<file path="config.mk">
export PLATFORM = sky130hd
export DESIGN_NAME = ivector_arb
export DESIGN_NICKNAME = d
export VERILOG_FILES = /design/src/rtl/ivector_pkg.sv /design/src/rtl/ivector_fifo.sv /design/src/rtl/ivector_arb.sv
export SDC_FILE = /design/constraint.sdc
export NUM_CORES = 1
export LEC_CHECK = 0
export BUFFER_PORTS_ARGS = -buffer_cell sky130_fd_sc_hd__buf_2
export CAP_MARGIN = 15
export CORE_MARGIN = 5
export CORE_UTILIZATION = 55
export CTS_BUF_LIST = sky130_fd_sc_hd__clkbuf_8 sky130_fd_sc_hd__clkbuf_16
export CTS_CLUSTER_SIZE = 12
export DETAILED_ROUTE_END_ITERATION = 16
export GPL_ROUTABILITY_DRIVEN = 0
export GPL_TIMING_DRIVEN = 0
export PLACE_DENSITY = 0.73
export SYNTH_ARGS = -nofsm -noshare
export SYNTH_HDL_FRONTEND = slang
export SYNTH_SLANG_ARGS = --single-unit
</file>
<file path="constraint.sdc">
create_clock -name CLK -period 4.36 [get_ports CLK]
set_clock_uncertainty 0.1 [all_clocks]
set_input_delay 1.09 -clock CLK [delete_from_list [all_inputs] [get_ports CLK]]
set_output_delay 1.09 -clock CLK [all_outputs]
set_load 0.02 [all_outputs]
</file>
<file path="src/rtl/ivector_pkg.sv">
// ivector_pkg: shared word layout, default field widths and round-robin helper
package ivector_pkg;
  localparam int IVECTOR_METH_W = 6;
  localparam int IVECTOR_V_W = 4;
  typedef struct packed {
    logic [IVECTOR_V_W-1:0] v;
    logic [IVECTOR_METH_W-1:0] meth;
  } ivector_word_t;
  function automatic int rr_next(input int ptr, input int nchan);
    return (ptr + 1) % nchan;
  endfunction
endpackage

</file>
<file path="src/rtl/ivector_fifo.sv">
// ivector_fifo: DEPTH-entry per-channel FIFO, async active-low reset
// Ports: CLK, nRST; enq_ena/enq_data/enq_rdy (not full); deq_ena/deq_rdy (not empty); first (head word); count (occupancy)
module ivector_fifo #(
  parameter int WIDTH = 10,
  parameter int DEPTH = 4
) (
  input  logic CLK,
  input  logic nRST,
  input  logic enq_ena,
  input  logic [WIDTH-1:0] enq_data,
  output logic enq_rdy,
  input  logic deq_ena,
  output logic deq_rdy,
  output logic [WIDTH-1:0] first,
  output logic [$clog2(DEPTH):0] count
);
  localparam int AW = $clog2(DEPTH);
  logic [WIDTH-1:0] mem [DEPTH];
  logic [AW-1:0] wp, rp;
  logic wr, rd;
  assign enq_rdy = count != (AW+1)'(DEPTH);
  assign deq_rdy = count != '0;
  // Writes while full are protocol errors and are dropped here.
  assign wr = enq_ena & enq_rdy;
  assign rd = deq_ena & deq_rdy;
  assign first = mem[rp];
  always_ff @(posedge CLK or negedge nRST)
    if (!nRST) begin
      wp <= '0;
      rp <= '0;
      count <= '0;
    end else begin
      wp <= wp + AW'(wr);
      rp <= rp + AW'(rd);
      count <= count + (AW+1)'(wr) - (AW+1)'(rd);
    end
  always_ff @(posedge CLK)
    if (wr) mem[wp] <= enq_data;
endmodule

</file>
<file path="src/rtl/ivector_arb.sv">
// ivector_arb: NCHAN request FIFOs drained round-robin onto one tagged indication port
module ivector_arb
  import ivector_pkg::*;
#(
  parameter int NCHAN = 4,
  parameter int METH_W = IVECTOR_METH_W,
  parameter int V_W = IVECTOR_V_W,
  parameter int DEPTH = 4,
  localparam int CHAN_W = $clog2(NCHAN)
) (
  input  logic CLK,
  input  logic nRST,
  input  logic [NCHAN-1:0] request_say__ENA,
  input  logic [NCHAN*METH_W-1:0] request_say_meth,
  input  logic [NCHAN*V_W-1:0] request_say_v,
  output logic [NCHAN-1:0] request_say__RDY,
  output logic ind_heard__ENA,
  output logic [METH_W-1:0] ind_heard_meth,
  output logic [V_W-1:0] ind_heard_v,
  output logic [CHAN_W-1:0] ind_heard_chan,
  input  logic ind_heard__RDY
`ifdef IVECTOR_ARB_STATS_EN
  ,
  output logic [31:0] stat_heard_count,
  output logic [NCHAN-1:0] stat_full
`endif
);
  localparam int W = V_W + METH_W;
  logic [W-1:0] head [NCHAN];
  logic [$clog2(DEPTH):0] cnt [NCHAN];
  logic [NCHAN-1:0] has, nempty, deq;
  logic [CHAN_W-1:0] rr_ptr, grant;
  logic any;
  logic [W-1:0] sel;
  for (genvar i = 0; i < NCHAN; i++) begin : g_ch
    ivector_fifo #(.WIDTH(W), .DEPTH(DEPTH)) u_fifo (
      .CLK(CLK),
      .nRST(nRST),
      .enq_ena(request_say__ENA[i]),
      .enq_data({request_say_v[i*V_W +: V_W], request_say_meth[i*METH_W +: METH_W]}),
      .enq_rdy(request_say__RDY[i]),
      .deq_ena(deq[i]),
      .deq_rdy(nempty[i]),
      .first(head[i]),
      .count(cnt[i])
    );
    assign has[i] = cnt[i] != '0;
    assign deq[i] = ind_heard__ENA & (grant == CHAN_W'(i)) & nempty[i];
  end
  always_comb begin
    grant = '0;
    any = 1'b0;
    for (int k = NCHAN - 1; k >= 0; k--)
      if (has[CHAN_W'((int'(rr_ptr) + k) % NCHAN)]) begin
        grant = CHAN_W'((int'(rr_ptr) + k) % NCHAN);
        any = 1'b1;
      end
  end
  assign sel = head[grant];
  assign ind_heard__ENA = any & ind_heard__RDY;
  assign ind_heard_meth = any ? sel[METH_W-1:0] : '0;
  assign ind_heard_v = any ? sel[W-1:METH_W] : '0;
  assign ind_heard_chan = any ? grant : '0;
  always_ff @(posedge CLK or negedge nRST)
    if (!nRST) rr_ptr <= '0;
    else if (ind_heard__ENA) rr_ptr <= CHAN_W'(rr_next(int'(grant), NCHAN));
`ifdef IVECTOR_ARB_STATS_EN
  always_ff @(posedge CLK or negedge nRST)
    if (!nRST) begin
      stat_heard_count <= '0;
      stat_full <= '0;
    end else begin
      stat_heard_count <= stat_heard_count + 32'(ind_heard__ENA);
      stat_full <= stat_full | ~request_say__RDY;
    end
`endif
endmodule

</file>
==> flow_metrics.py, run 1 <==
metrics = {
    "status": {
        "outcome": "completed",
    },
    "pwr": {
        "sequentialPowerShare_pct": 38.7,
        "net-switching-power_mw": 2.396,
        "leakagePower_nw": 3.321,
        "vdd_drop_max_mv": 0.4355,
        "share_clk_of_total_power_pct": 23.1,
        "power.combinational.fraction_pct": 38.2,
        "areal_power_density_over_the_cells_nw_per_um2": 775.2,
        "switching_share_of_power_pct": 34.50,
        "p_int_mw": 4.550,
    },
    "clock_network": {
        "ctsHtreeMaxLevel": 4,
        "cts_made_buffers": 17,
        "cts_sinks": 190,
        "cts_tree": "built",
        "root_buffer": "clkbuf_16",
        "cts.hold.buffers_added": 0,
        "clkTransAtPathRegs_ns": 0.07,
        "clock_path_buffers": 2,
        "worst_skew_pair.late_latency_ns": 0.43,
    },
    "yosys": {
        "synth_top_flop_cell": "edfxtp_1",
        "synth_nets": 468,
        "ys_async_sr_fraction_pct": 15.79,
        "synth_enable_flop_cells": 160,
        "synthesis.instances": 403,
        "ys_types": 36,
        "mappedNetlistArea_um2": 7745,
        "synth.yosys.warnings": 0,
        "share_of_the_yosys_chip_area_belonging_to_registers_pct": 71.73,
        "synth.ff_latch_count": 190,
        "syn_avg_cell_area_um2": 19.22,
    },
    "worst_setup_path": {
        "worstPathCellList": "nor3_2 > o221ai_1 > a21oi_1 > buf_4 > buf_2 > mux2i_1 > mux2i_1 > buf_2",
        "cell_class_contributing_the_biggest_share_of_worst_path_delay": "buffers and inverters",
        "critical-path-max-stage-delay_ns": 0.44,
        "cp.depth": 8,
        "worst-endpoint-arrival_ns": 2.91,
        "rr_worst_depth": 14,
        "cp.buffers_inverters": 3,
        "worst_path_max_delay_cell": "dfrtp_1",
        "worstPathMaxFanout": 19,
        "critPathRequiredTime_ns": 3.17,
        "timing_worst_setup_path_type": "reg -> out",
        "setup.worst_path.start_class": "flop",
        "setup.worst_path.end_class": "output port",
    },
    "worst_hold_path": {
        "hold_depth": 1,
        "hp-class": "reg -> reg",
    },
    "route": {
        "dr_total_vias": 3809,
        "drt_drc_violations_left": 0,
        "ant_nets_after_route": 0,
        "routed-wl-met3_um": 1048,
        "drt-wirelength-per-cell_um": 20.89,
        "routed_via_density": 5.610,
        "wl_met1_um": 5579,
        "initialDrtViolationCount": 259,
        "top_layer": "met4",
        "dr_wl_met2_um": 7324,
        "routed_wirelength_um": 14180,
        "firstDrtPassIters": 4,
    },
    "grt": {
        "gr_ovfl_total": 0,
        "grt_antenna_before_repair": 0,
        "first_pass_grt_wire_length_um": 21970,
        "vias_in_the_first_global_route": 4040,
        "global_router_s_overall_resource_usage_pct": 18.35,
        "pin_count_of_the_biggest_net_entering_global_routing": 31,
    },
    "finish": {
        "layout-drive-gt1-share_pct": 32.13,
        "fin_nets": 550,
        "top_library_cells_by_usage_in_the_layout_fill_and_taps_aside": "edfxtp_1 (160), buf_2 (65), mux4_2 (40)",
        "finish.utilization_pct": 64.80,
        "areaGrowthSynthToFinish_pct": 15.69,
        "layout.cells.most_common": "edfxtp_1",
    },
    "timing": {
        "timing.slew.headroom_pct": 33.00,
        "grt_setup_unrepaired": "false",
        "worstMarginPinSlew_ns": 1.001,
        "post-route-period-util_pct": 93.93,
        "finalHoldViolCount": 0,
        "maxClockFrequency_mhz": 244.2,
        "finalCriticalPeriod_ns": 4.095,
        "finalSetupViolations": 0,
        "maxSlewViolCount": 0,
        "finalSetupTns_ns": 0,
    },
    "floorplan": {
        "core_area_um2": 13830,
        "die-area_um2": 16550,
        "floorplan.die.width_um": 128.7,
        "floorplan.die.height_um": 128.7,
        "initial_core_util_pct": 56.01,
        "core.rowCount": 43,
        "pin_count": 64,
    },
    "placed_design": {
        "detailedPlacementHpwl_um": 10090,
        "buffer_ports.inserted": 63,
    },
    "run": {
        "maxCapViolations": 0,
    },
}
[routing by layer]
metal / vias up / track usage (%)
li1: 1738 / -
met1: 1932 / 23.40
met2: 116 / 30.40
met3: 23 / 5.396
met4: 0 / 6.300
met5: - / 0
[cells in the mapped netlist (all sizes together) (6+ instances only)]
cell / n / area [um^2]
and3: 6 / 40.03
buf: 12 / 78.82
dfrtp: 30 / 750.7
edfxtp: 160 / 4805
ha: 14 / 175.2
inv: 25 / 93.84
mux2i: 25 / 250.2
mux4: 40 / 900.9
nand2: 13 / 48.80
nor2: 10 / 37.54
nor3: 8 / 45.04
xnor2: 10 / 87.58
xor2: 9 / 78.83
[flip-flops by register name, indices dropped and copies added, names as in the netlist]
| signal | flops |
|---|---|
| rr_ptr | 2 |
| g_ch.u_fifo.rp | 8 |
| g_ch.u_fifo.mem | 160 |
| g_ch.u_fifo.wp | 8 |
| g_ch.u_fifo.count | 12 |
[area by class of cell]
| cell class | instances | area (um^2) |
|---|---|---|
| clock inverter | 15 | 192.7 |
| antenna | 1 | 2.502 |
| tap | 180 | 225.2 |
| inverter | 25 | 93.84 |
| clock buffer | 17 | 425.4 |
| timing repair buffer | 64 | 326.6 |
| fill | 967 | 4867 |
| sequential | 190 | 5555 |
| buffer | 16 | 92.59 |
| multi-input combinational | 171 | 2046 |
[worst paths after layout]
path,to,from,slack [ns]
max,ind_heard_v[3],g_ch[2].u_fifo.count[1],0.26
min,g_ch[1].u_fifo.rp[0],g_ch[1].u_fifo.rp[0],0.40
max reg2reg,g_ch[0].u_fifo.count[2],g_ch[3].u_fifo.count[1],0.80
min reg2reg,g_ch[1].u_fifo.rp[0],g_ch[1].u_fifo.rp[0],0.40
max in group asynchronous,g_ch[1].u_fifo.wp[0],nRST,3.11
min in group asynchronous,g_ch[0].u_fifo.wp[1],nRST,0.60
[metrics by stage]
step | hold WS (ns) | worst slack [ns] | cell area [um^2] | cells | power (mW)
6_report | 0.4033 | 0.2646 | 8960 | 679 | 6.946
5_1_grt | 0.4250 | 0.08518 | 8957 | 678 | 7.344
4_1_cts | 0.4068 | 0.1335 | 8955 | 679 | 7.013
3_5_place_dp | 0.3915 | 0.6184 | 8337 | 647 | 5.407
3_3_place_gp | 0.3792 | 0.6916 | 8285 | 646 | 5.264
2_1_floorplan | 0.3601 | 1.035 | 7745 | 403 | 4.534
[power groups by stage]
| stage | logic, mW | clock network [mW] | registers (mW) |
|---|---|---|---|
| 3_5_place_dp | 2.68 | 0 | 2.73 |
| 4_1_cts | 2.70 | 1.63 | 2.69 |
| 3_3_place_gp | 2.58 | 0 | 2.68 |
| 5_1_grt | 2.90 | 1.70 | 2.74 |
| 2_1_floorplan | 1.88 | 0 | 2.65 |
| 6_report | 2.65 | 1.60 | 2.69 |
[cell families after synthesis]
logic type               Yosys count  share of synthesized area, %
flip-flops                       190                         71.73
multiplexers                      65                         14.86
AND/OR/NAND/NOR                   56                         4.087
buffers and inverters             42                         2.472
XOR/XNOR                          19                         2.149
adder cells (fa/ha/maj)           18                         3.296
AO/OA/AOI/OAI                     13                         1.405
[timing repair]
item | in CTS | in global routing
buffers inserted | 0 | 0
gates resized for setup | 0 | 2
setup endpoints to repair | 0 | 4
endpoints found under the hold margin | 0 | 0
Power figures use the tool's default switching activity.
==> inputs of run 2 (changes only) <==
Settings changed: CORE_UTILIZATION 55 to 48, GPL_ROUTABILITY_DRIVEN 0 to unset, PLACE_DENSITY 0.73 to 0.65.
==> run 2 against run 1 <==
Effect of this change:
- sequential power about the same
- die area up 13%
- critical path depth unchanged
- cell count grew 5.3%
- design area is 0.18% higher
- via count down 1.0%
- fmax fell by 0.93%
- non-clock buffer count rose by 1
- first-iteration DRC count increased by 3.5%
- power fell by 0.93%
- combinational power barely moved
- largest power group unchanged
- highest routed layer unchanged
==> flow_metrics.py, run 2 (synthesis gave the netlist of run 1 again) <==
metrics = {
    "status": {
        "outcome": "completed",
    },
    "pwr": {
        "vdd_drop_max_mv": 0.5649,
        "share_clk_of_total_power_pct": 22.1,
        "power.combinational.fraction_pct": 39.0,
        "sequentialPowerShare_pct": 38.9,
        "switching_share_of_power_pct": 35.39,
        "p_int_mw": 4.446,
        "leakagePower_nw": 3.299,
        "net-switching-power_mw": 2.436,
        "areal_power_density_over_the_cells_nw_per_um2": 766.7,
    },
    "worst_hold_path": {
        "hold_depth": 1,
        "hp-class": "reg -> reg",
        "hold_path.startpoint": "g_ch[0].u_fifo.rp[0]",
        "min_to": "g_ch[0].u_fifo.rp[0]",
    },
    "placed_design": {
        "buffer_ports.inserted": 63,
        "final_estimated_routing_congestion_in_global_placement": 0.7848,
        "place_worst_setup_slack_ns": 0.5368,
        "detailedPlacementHpwl_um": 10470,
        "placed_cells": 684,
    },
    "worst_setup_path": {
        "setup.worst_path.start_class": "flop",
        "critPathRequiredTime_ns": 3.17,
        "worst-endpoint-arrival_ns": 2.94,
        "setup.worst_path.end_class": "output port",
        "timing_worst_setup_path_type": "reg -> out",
        "crit_path_start": "g_ch[2].u_fifo.count[1]",
        "worst_r2r_startpoint": "g_ch[3].u_fifo.count[1]",
        "rr_worst_depth": 14,
        "r2r_end": "g_ch[0].u_fifo.count[2]",
        "timing.reg2reg.setup_slack_ns": 0.85,
        "worstPathMaxFanout": 19,
    },
    "route": {
        "drt-wirelength-per-cell_um": 20.40,
        "ant_nets_after_route": 0,
        "firstDrtPassIters": 4,
        "routed_wirelength_um": 14590,
        "dr_total_vias": 3770,
        "drt_drc_violations_left": 0,
        "routed_via_density": 5.273,
        "initialDrtViolationCount": 268,
    },
    "grt": {
        "gr_ovfl_total": 0,
        "vias_in_the_first_global_route": 4067,
        "met2_track_demand_over_resource_in_global_routing_pct": 28.09,
        "pin_count_of_the_biggest_net_entering_global_routing": 31,
        "grtUsageMet1_pct": 22.04,
        "global_router_s_overall_resource_usage_pct": 16.96,
        "grt_antenna_before_repair": 0,
        "met3_demand_to_capacity_share_in_global_routing_pct": 4.706,
        "busiest_layer": "met2",
        "first_pass_grt_wire_length_um": 22670,
    },
    "clock_network": {
        "clkTransAtPathRegs_ns": 0.07,
        "clock_path_buffers": 2,
        "worst_skew_pair.late_latency_ns": 0.43,
        "cts_made_buffers": 17,
        "cts_post_setup_buffers_inserted": 0,
        "ctsHtreeMaxLevel": 4,
        "cts_sinks": 190,
        "cts_tree": "built",
        "root_buffer": "clkbuf_16",
    },
    "finish": {
        "areaGrowthSynthToFinish_pct": 15.90,
        "fin_nets": 551,
        "layout-drive-gt1-share_pct": 32.87,
        "top_library_cells_by_usage_in_the_layout_fill_and_taps_aside": "edfxtp_1 (160), buf_2 (65), mux4_2 (40)",
        "stdcell_count": 715,
        "layout.cells.most_common": "edfxtp_1",
        "filler_cell_count": 1245,
        "flip_flop_count_of_the_largest_register_after_layout": 160,
        "num_antenna_cells": 0,
        "reg.largest.list": "g_ch.u_fifo.mem (160), g_ch.u_fifo.count (12)",
        "top_register_by_number_of_flip_flops": "g_ch.u_fifo.mem",
    },
    "timing": {
        "finalCriticalPeriod_ns": 4.134,
        "maxClockFrequency_mhz": 241.9,
        "post-route-period-util_pct": 94.81,
        "maxSlewViolCount": 0,
        "finalSetupTns_ns": 0,
        "timing.final.ws_setup_ns": 0.2262,
        "finalSetupViolations": 0,
        "timing.slew.headroom_pct": 31.92,
        "worstMarginPinSlew_ns": 1.017,
        "finalHoldViolCount": 0,
        "grt_setup_unrepaired": "false",
    },
    "run": {
        "maxCapViolations": 0,
    },
    "floorplan": {
        "die-area_um2": 18780,
        "floorplan.die.width_um": 137.0,
        "initial_core_util_pct": 48.76,
        "core_area_um2": 15890,
        "pin_count": 64,
        "floorplan.die.height_um": 137.0,
        "core.rowCount": 46,
    },
}
## run 2: cell types whose count changed in the layout (fill, tap and decap cells not counted)
| cell | delta |
|---|---|
| inv_1 | -2 |
| clkinv_1 | -1 |
| clkinvlp_4 | +2 |
| inv_6 | +3 |
| clkinv_4 | -1 |
| clkinv_2 | +1 |
| buf_4 | +1 |
| bufinv_16 | -2 |
| diode_2 | -1 |
## run 2: worst max-delay path: stages, from the launching register on
cell	delay, ns
dfrtp_1	0.45
nor3_2	0.38
o221ai_1	0.19
a21oi_1	0.22
buf_4	0.36
buf_2	0.35
mux2i_1	0.12
mux2i_1	0.23
buf_2	0.22
## run 2: metal layers
layer / wire length, um / vias up / part of all wire [%]
met4: 158 / 0 / 1.1
met2: 7370 / 89 / 51
met1: 6189 / 1929 / 42
li1: - / 1738 / -
met3: 869 / 14 / 6.0
met5: 0 / - / 0
## run 2: how the worst max path moves through the flow
stage	cells after the start	endpoint
detailed placement	8	ind_heard_v[3]
global placement	8	ind_heard_v[3]
global route	8	ind_heard_v[2]
floorplan	7	ind_heard_meth[0]
CTS	8	ind_heard_v[3]
finish	8	ind_heard_v[3]
## run 2: power groups by stage
stage / Sequential, mW / Combinational [mW] / Clock (mW)
floorplan: 2.65 / 1.88 / 0
global placement: 2.68 / 2.62 / 0
detailed placement: 2.72 / 2.73 / 0
CTS: 2.68 / 2.73 / 1.55
global route: 2.73 / 2.93 / 1.63
finish: 2.68 / 2.68 / 1.52
## run 2: layout make-up
class,count,area (um^2),share of cell area (%)
Sequential cell,190,5555,61.89
Clock buffer,17,425.4,4.739
Buffer,16,92.59,1.032
Tap cell,216,270.3,3.011
Timing Repair Buffer,65,334.1,3.722
Multi-Input combinational cell,171,2046,22.79
Clock inverter,15,158.9,1.770
Inverter,25,93.84,1.045
## run 2: repair_timing
item / 4_1_cts / 5_1_grt
setup endpoints to repair: 0 / 8
hold buffers: 0 / 0
gates resized for setup: 0 / 2
## run 2: per-stage QoR
step	total power, mW	instance area, um^2	utilization (%)	hold slack [ns]
after floorplan	4.534	7745	-	0.3601
after global placement	5.306	8330	52.44	0.3792
after detailed placement	5.448	8389	52.81	0.3928
after CTS	6.970	8974	56.49	0.4092
after global routing	7.295	8976	56.51	0.4310
final	6.882	8976	56.51	0.4027
